### src/rtl/mips_pkg.sv
// Shared constants and types for the MIPS datapath register file.
// Holds default sizes, fill-mode encodings and the sweep FSM state type.
package mips_pkg;

    // Architectural index of the hardwired zero register.
    localparam int REG_ZERO = 0;

    // Default register file geometry.
    localparam int DEF_DW    = 32;
    localparam int DEF_DEPTH = 32;

    // Fill-value encodings for the initialisation sweep.
    localparam int INIT_ZERO  = 0;
    localparam int INIT_INDEX = 1;

    // Initialisation sweep FSM states.
    typedef enum logic {
        ST_INIT = 1'b0,
        ST_RUN  = 1'b1
    } rf_state_e;

endpackage

### src/rtl/regfile_init_fsm.sv
// Initialisation sweep controller for the register file.
// Walks every entry after reset or on request and owns the write port meanwhile.
module regfile_init_fsm
    import mips_pkg::*;
#(
    parameter int DW        = DEF_DW,
    parameter int DEPTH     = DEF_DEPTH,
    parameter int AW        = $clog2(DEPTH),
    parameter int INIT_MODE = INIT_ZERO
) (
    input  logic          clk,
    input  logic          rst,
    input  logic          init_req,
    output logic          busy,
    output logic          sweep_we,
    output logic [AW-1:0] sweep_addr,
    output logic [DW-1:0] sweep_data
);

    rf_state_e     state_q;
    rf_state_e     state_d;
    logic [AW-1:0] cnt_q;
    logic [AW-1:0] cnt_d;
    logic          busy_q;
    logic          busy_d;

    localparam logic [AW-1:0] LAST = AW'(DEPTH - 1);

    // Next-state logic: sweep one entry per cycle, leave at the last one.
    always_comb begin
        state_d = state_q;
        cnt_d   = cnt_q;
        unique case (state_q)
            ST_INIT: begin
                cnt_d = cnt_q + AW'(1);
                if (cnt_q == LAST) begin
                    state_d = ST_RUN;
                    cnt_d   = '0;
                end
            end
            ST_RUN: begin
                if (init_req) begin
                    state_d = ST_INIT;
                    cnt_d   = '0;
                end
            end
            default: begin
                state_d = ST_INIT;
                cnt_d   = '0;
            end
        endcase
        busy_d = (state_d == ST_INIT);
    end

    // State, sweep counter and busy flag; reset restarts the sweep.
    always_ff @(posedge clk or posedge rst) begin
        if (rst) begin
            state_q <= ST_INIT;
            cnt_q   <= '0;
            busy_q  <= 1'b1;
        end else begin
            state_q <= state_d;
            cnt_q   <= cnt_d;
            busy_q  <= busy_d;
        end
    end

    // Sweep write request toward the array write mux.
    always_comb begin
        sweep_we   = (state_q == ST_INIT);
        sweep_addr = cnt_q;
        if (INIT_MODE == INIT_INDEX) begin
            sweep_data = DW'(cnt_q);
        end else begin
            sweep_data = '0;
        end
    end

    assign busy = busy_q;

endmodule

### src/rtl/regfile_param.sv
// Parametrised MIPS register file: one write port, NRD combinational reads.
// Optional zero register and write-to-read bypass; contents set by a sweep.
module regfile_param
    import mips_pkg::*;
#(
    parameter int DW        = DEF_DW,
    parameter int DEPTH     = DEF_DEPTH,
    parameter int AW        = $clog2(DEPTH),
    parameter int NRD       = 2,
    parameter int ZERO_REG  = 1,
    parameter int BYPASS    = 1,
    parameter int INIT_MODE = INIT_ZERO
) (
    input  logic              clk,
    input  logic              rst,
    input  logic [NRD*AW-1:0] ra,
    output logic [NRD*DW-1:0] rd,
    input  logic              we,
    input  logic [AW-1:0]     wa,
    input  logic [DW-1:0]     wd,
    input  logic              init_req,
    output logic              busy
);

    logic [DW-1:0] mem_q [DEPTH];

    logic          sweep_we;
    logic [AW-1:0] sweep_addr;
    logic [DW-1:0] sweep_data;

    logic          mem_we;
    logic [AW-1:0] mem_wa;
    logic [DW-1:0] mem_wd;
    logic          wa_is_zero;

    regfile_init_fsm #(
        .DW        (DW),
        .DEPTH     (DEPTH),
        .AW        (AW),
        .INIT_MODE (INIT_MODE)
    ) u_init (
        .clk        (clk),
        .rst        (rst),
        .init_req   (init_req),
        .busy       (busy),
        .sweep_we   (sweep_we),
        .sweep_addr (sweep_addr),
        .sweep_data (sweep_data)
    );

    assign wa_is_zero = (ZERO_REG != 0) && (wa == AW'(REG_ZERO));

    // Write mux: the sweep owns the port in INIT, user writes in RUN.
    always_comb begin
        mem_we = 1'b0;
        mem_wa = wa;
        mem_wd = wd;
        if (sweep_we) begin
            mem_we = 1'b1;
            mem_wa = sweep_addr;
            mem_wd = sweep_data;
        end else if (we && !wa_is_zero) begin
            mem_we = 1'b1;
        end
    end

    // Storage array; deliberately not reset, the sweep defines it.
    always_ff @(posedge clk) begin
        if (mem_we) begin
            mem_q[mem_wa] <= mem_wd;
        end
    end

    for (genvar k = 0; k < NRD; k++) begin : g_rd
        logic [AW-1:0] ra_k;
        logic [DW-1:0] rd_k;

        assign ra_k = ra[k*AW +: AW];

        // Read port k: busy blank, zero reg, bypass, then array.
        always_comb begin
            rd_k = mem_q[ra_k];
            if (busy) begin
                rd_k = '0;
            end else if ((ZERO_REG != 0) && (ra_k == AW'(REG_ZERO))) begin
                rd_k = '0;
            end else if ((BYPASS != 0) && we && (ra_k == wa) && !wa_is_zero) begin
                rd_k = wd;
            end
        end

        assign rd[k*DW +: DW] = rd_k;
    end

endmodule
### config.mk
export PLATFORM = sky130hd
export DESIGN_NAME = regfile_param
export DESIGN_NICKNAME = d
export VERILOG_FILES = /design/src/rtl/mips_pkg.sv /design/src/rtl/regfile_init_fsm.sv /design/src/rtl/regfile_param.sv
export SDC_FILE = /design/constraint.sdc
export NUM_CORES = 1
export LEC_CHECK = 0
export CORE_ASPECT_RATIO = 0.7
export CORE_UTILIZATION = 40
export CTS_BUF_LIST = sky130_fd_sc_hd__clkbuf_8
export DETAILED_ROUTE_END_ITERATION = 10
export PLACE_DENSITY = 0.58
export RECOVER_POWER = 25
export SYNTH_ARGS = -nofsm -noshare
export SYNTH_HDL_FRONTEND = slang
export SYNTH_SLANG_ARGS = --single-unit
export TNS_END_PERCENT = 30
### constraint.sdc
create_clock -name clk -period 4.4 [get_ports clk]
set_input_delay 0.44 -clock clk [delete_from_list [all_inputs] [get_ports clk]]
set_output_delay 0.44 -clock clk [all_outputs]
set_load 0.005 [all_outputs]
Word level (Yosys, flattened, before mapping)
Memory sizes are Yosys's and may differ from the RTL's.
Index checks and enable logic that the tools add are counted.
{ "word_totals": {"input_bits": 51, "register_bits": 7, "mem_count": 1, "ramBits": 1024, "word_cells": 38, "out_inout_bits": 65} }
{ "op_classes": {"addsub": 1, "mux": 18, "reduce_logical": 9, "n_eq_ne": 4, "n_bitwise": 2} }
{ "mem_list": {"columns": ["name", "depth", "width", "read_ports", "rd_ports_with_merged_regs", "wr", "line", "source"], "rows": [
  ["mem_q", 32, 32, 2, 0, 1, "regfile_param.sv:25", "logic [DW-1:0] mem_q [DEPTH];"]
]} }
{ "op_table": {"columns": ["op", "n"], "rows": [
  ["32-bit 2-to-1 mux", 7],
  ["5-bit zero test", 3],
  ["5-bit 2-to-1 mux", 3],
  ["5-bit equality test", 2],
  ["5-bit case mux with 2 select lines", 1],
  ["1-bit 2-to-1 mux", 6],
  ["5-bit by 1-bit adder with 5-bit output, second input constant", 1],
  ["5-bit equality test, second input constant", 1],
  ["1-bit logical AND", 5],
  ["2-bit inequality test, second input constant", 1],
  ["1-bit NOT", 2],
  ["1-bit case mux with 2 select lines", 1],
  ["1-bit zero test", 1]
]} }

Depth between registers and ports, before layout
{ "depth": {"ltp_word": 7, "depth_mapped": 9, "mapped_depth_nobuf": 6} }

By module
From an unflattened synthesis, not the netlist that was laid out.
{ "unflattened": {"cells_unflattened": 2897, "hier_area_um2": 49992.9} }
{ "by_module_without_submodules": {"columns": ["mod", "n_inst", "area_each_um2", "seq_area_each_um2", "cells_each"], "rows": [
  ["regfile_param", 1, 49389.9, 30749.5, 2832],
  ["regfile_init_fsm", 1, 603.1, 176.4, 65]
]} }

Worst setup path before layout
OpenSTA, ideal clock, no wires.
{ "synth_timing": {"kind": "flip-flop to flip-flop", "start": "reg u_init.state_q", "end": "mem mem_q[19][0] (netlist bit), enable pin", "path_buffers": 2, "setup_time_ps": 421, "synth_period_minus_slack_ps": 3047, "path_slack_ps": 1353, "t_required_ps": 3979, "arrival_ps": 2625, "path_stages_with_launch": 7, "cell_sequence": "dfrtp_1 > clkbuf_1 > clkbuf_1 > nand3b_1 > o31ai_1 > nand2_1 > nor2_1"} }
{ "synth_between": {"elab_chain_cells": 3, "word_cells_on_any_way": 4, "cone_classes": "mux: 4"} }
{ "synth_rtl": {"columns": ["element", "line", "source"], "rows": [
  ["from (decl)", "regfile_init_fsm.sv:20", "rf_state_e state_q;"],
  ["from (signal assigned)", "regfile_init_fsm.sv:62", "state_q <= state_d;"],
  ["1-bit 2-to-1 mux", "regfile_param.sv:58", "if (sweep_we) begin"],
  ["1-bit 2-to-1 mux", "regfile_param.sv:69", "if (mem_we) begin"],
  ["1-bit 2-to-1 mux (not written as such)", "regfile_param.sv:70", "mem_q[mem_wa] <= mem_wd;"],
  ["to (decl)", "regfile_param.sv:25", null]
]} }
Several ways; a longest one is shown, not always the timed one.

Final worst setup path
{ "layout_timing": {"start": "in wa[2]", "end": "out rd[27]"} }
{ "layout_between": {"elab_chain_cells": 6, "word_cells_on_any_way": 8, "cone_classes": "eq/ne: 1; mux: 3; reduce/logical: 4"} }
{ "layout_rtl": {"columns": ["element", "line", "source"], "rows": [
  ["from (decl)", "regfile_param.sv:19", "input logic [AW-1:0] wa,"],
  ["5-bit equality test / 5-bit zero test (equally long branches)", "regfile_param.sv:87, regfile_param.sv:51", null],
  ["1-bit logical AND / 1-bit zero test (equally long branches)", "regfile_param.sv:87", "end else if ((BYPASS != 0) && we && (ra_k == wa) && !wa_is_zero) begin"],
  ["1-bit logical AND (*)", "regfile_param.sv:87", null],
  ["32-bit 2-to-1 mux (*)", "regfile_param.sv:87", null],
  ["32-bit 2-to-1 mux (*)", "regfile_param.sv:85", "end else if ((ZERO_REG != 0) && (ra_k == AW'(REG_ZERO))) begin"],
  ["32-bit 2-to-1 mux (*)", "regfile_param.sv:83", "if (busy) begin"],
  ["to (decl)", "regfile_param.sv:17", "output logic [NRD*DW-1:0] rd,"]
]} }
Every way passes the cells marked *; elsewhere a longest branch is shown, timed or not.

==> results.md <==
* Status: finished, violations left
* Failing checks: capacitance limit, slew limit
* Final Util at 0.4614
* Core area at 121,800 um2
* Count of different cell masters after synthesis at 49
* Clock transition at path regs at 60 ps
* Hold Fails Final Rpt at 0
* CTS tree: yes
* EDFF count, synth at 1,024
* Slew @ Worst Pin at 2062 ps
* Die W at 421.1 um
* Setup crit end kind: output port
* Deepest clock path buffer count at 3
* DR vias/cell at 6.455
* Dpl cells at 4,383
* Worst Setup Path Type: in -> out
* RSZ-0062 raised after global routing: false
* Clk pwr share at 0.289
* Min Tclk post-route at 4164 ps
* # setup viols final at 0
* PortBufs at 115
* Cell family with most CP delay: compound AO/OA/AOI/OAI gates
* Initial antenna violation count at 4
* # rows at 107
* GPL Wtd Cong at 0.8612
* Wire per inst at 33.57 um
* Post-layout nets at 2,968
* Critical Path RT at 3960 ps
* Worst hold path class: in -> reg
* Worst vdd ir at 0.3492 mV
* Max Cap Viol at 26
* Drt pass-1 iters at 5
* Drc violations at 0
* Highest clock rate at 240.2 MHz
* Fill count at 10,420
* WL final at 157,200 um
* Post-Layout Cell Count at 4,683
* CTS Sinks at 1,031
* Ordered cell list for the critical path: clkdlybuf4s50_1 -> or3_1 -> o31ai_4 -> o31ai_4 -> buf_12 -> a211oi_1 -> a211o_1 -> clkdlybuf4s50_1
* Slew Viols, Final at 525
* Maximum fanout along the worst path at 26
* Die ar. at 124,400 um2
* Syn-to-layout area delta at 14.27%
* Die height at 295.4 um
* Largest net degree at the start of global routing at 65
* Detail Placement HPWL at 96,040 um
* Combinational group share of total power at 0.218
* Final Cycle Share at 0.9463
* CP max stage delay at 680 ps
* P_sw at 0.008441 W
* Final setup TNS at 0 ps
* Skew final at 57.46 ps
* Mapped Area at 49,190 um2
* Initial Utilization at 0.4038
* Leading area contributor after synthesis: edfxtp_1
* Worst path arrival time at 3720 ps
* Antenna-violating nets left at 0
* Overall power at 0.02705 W
* Most common cell in the netlist: edfxtp_1
* Syn_nets at 2,746
* Mapped Cells at 2,693
* Seq/Total Area, Yosys at 0.6287
* Multi-input logic area at 17,340 um2
* Number of synthesized register bits at 1,031
* PostCTS Resize Cnt at 0
* Main area contributors after synthesis: edfxtp_1, mux4_2, mux2i_1
* First DRT Iteration DRCs at 3,585
* Slowest-stage cell, CP: a211oi_1
* P_leak at 19.07 nW
* Synth Flop Type: edfxtp_1
* FF+latch area at 30,930 um2
* Asr flop ratio synth at 0.006790
* Worst Setup Start Kind: input port
* Yosys top cell area share at 0.6251
* Part of the power in registers at 0.493
* Slew headroom at -0.3749
* Layout cell share with drive strength beyond 1 at 0.2612
* Syn Area/Cell at 18.27 um2
* Ports at 116
* Via Count at 30,230
* Yosys warns at 0
* Number of CTS-inserted buffers at 164
* Switching share of power at 0.3120
* Post-synth top cells: edfxtp_1, mux4_2, mux2i_1
* Post-CTS Setup Bufs at 0
* Congestion Overflow GR at 0
* Internal at 0.01861 W
* # hold bufs at CTS at 1
* PD cells at 481.3 nW/um2
* CTS Root Cell: clkbuf_8
* Buffers & Inverters on Critical Path at 3
* Later-pin clock latency in the skew report at 910 ps
* Gr usage total at 0.2532
* Global-route wire length before repair at 225,800 um
* H-tree levels at 4
* Vias in the first global route at 31,160
kinds of logic (layout without fill, tap and decap cells):
| logic type | Yosys count | in the layout | synth area share |
|---|---|---|---|
| DFF | 1031 | 1031 | 0.6287 |
| muxes | 707 | 707 | 0.2416 |
| AOI/OAI and AO/OA | 535 | 535 | 0.08333 |
| buffers and inverters | 235 | 586 | 0.02465 |
| and+or+nand+nor | 173 | 173 | 0.01943 |
| xor gates and xnor gates | 10 | 10 | 0.001781 |
| adders and majority gates | 2 | 2 | 0.0005086 |
| other | 0 | 4 | 0 |
metal layers:
| metal | share of wire | global-route usage | vias to the layer above |
|---|---|---|---|
| met4 | 0.029 | 0.08639 | 4 |
| met3 | 0.10 | 0.06682 | 278 |
| met1 | 0.42 | 0.3572 | 16130 |
| met2 | 0.45 | 0.3802 | 1728 |
| li1 | - | - | 12090 |
| met5 | 0.00090 | 0 | - |
stage by stage:
| stage | instance area, um2 | setup WS, ps | hold WS [ps] |
|---|---|---|---|
| after floorplan | 49190 | 1353 | 242.7 |
| after global placement | 53300 | 277.1 | 553.8 |
| after detailed placement | 53300 | 313.9 | 569.6 |
| after CTS | 56330 | 299.5 | 122.5 |
| after global routing | 56200 | 118.4 | 204.5 |
| final | 56210 | 236.3 | 205.8 |
worst paths after layout:
check	start	end	slack, ps	depth (start not counted)
max in group asynchronous	rst	u_init.busy$_DFF_PP1_	3450	3
hold / removal	init_req	u_init.sweep_addr[1]$_DFFE_PP0P_	210	2
hold reg to reg	u_init.sweep_addr[3]$_DFFE_PP0P_	u_init.sweep_addr[3]$_DFFE_PP0P_	590	1
min in group asynchronous	rst	u_init.sweep_addr[4]$_DFFE_PP0P_	660	3
setup / recovery	wa[2]	rd[27]	240	8
setup reg to reg	u_init.state_q$_DFF_PP0_	mem_q[5][12]$_DFFE_PP_	280	4
power groups by stage:
stage	Clock, W	Combinational (W)	Sequential (W)
final	0.00782	0.00590	0.0133
after global routing	0.00840	0.00617	0.0134
after CTS	0.00799	0.00594	0.0133
after detailed placement	0	0.00591	0.0135
after global placement	0	0.00581	0.0134
after floorplan	0	0.00310	0.0133
flip-flops by register name, summed over array words and instances, names as in the netlist:
signal / flops
mem_q: 1024
u_init.sweep_addr: 5
u_init.busy: 1
u_init.state_q: 1
cell usage in the layout (no fill, tap or decap), types with 23 or more instances in the layout:
cell / count
a211o_1: 64
a211oi_1: 128
a21oi_1: 65
a221oi_1: 128
a22oi_1: 64
buf_12: 37
buf_4: 115
clkbuf_8: 168
clkdlybuf4s50_1: 106
clkinv_1: 40
clkinv_2: 23
edfxtp_1: 1024
inv_1: 56
mux2i_1: 321
mux4_2: 384
nor2_4: 28
nor2b_1: 67
o21bai_1: 64
area by class of cell:
| class | instances | area share |
|---|---|---|
| Antenna cell | 4 | 0.0001781 |
| Clock buffer | 168 | 0.04114 |
| Clock inverter | 127 | 0.01271 |
| Inverter | 9 | 0.0006010 |
| Multi-Input combinational cell | 1427 | 0.3084 |
| Sequential cell | 1031 | 0.5502 |
| Tap cell | 1635 | 0.03639 |
| Timing Repair Buffer | 282 | 0.05035 |
Power figures use the tool's default switching activity.
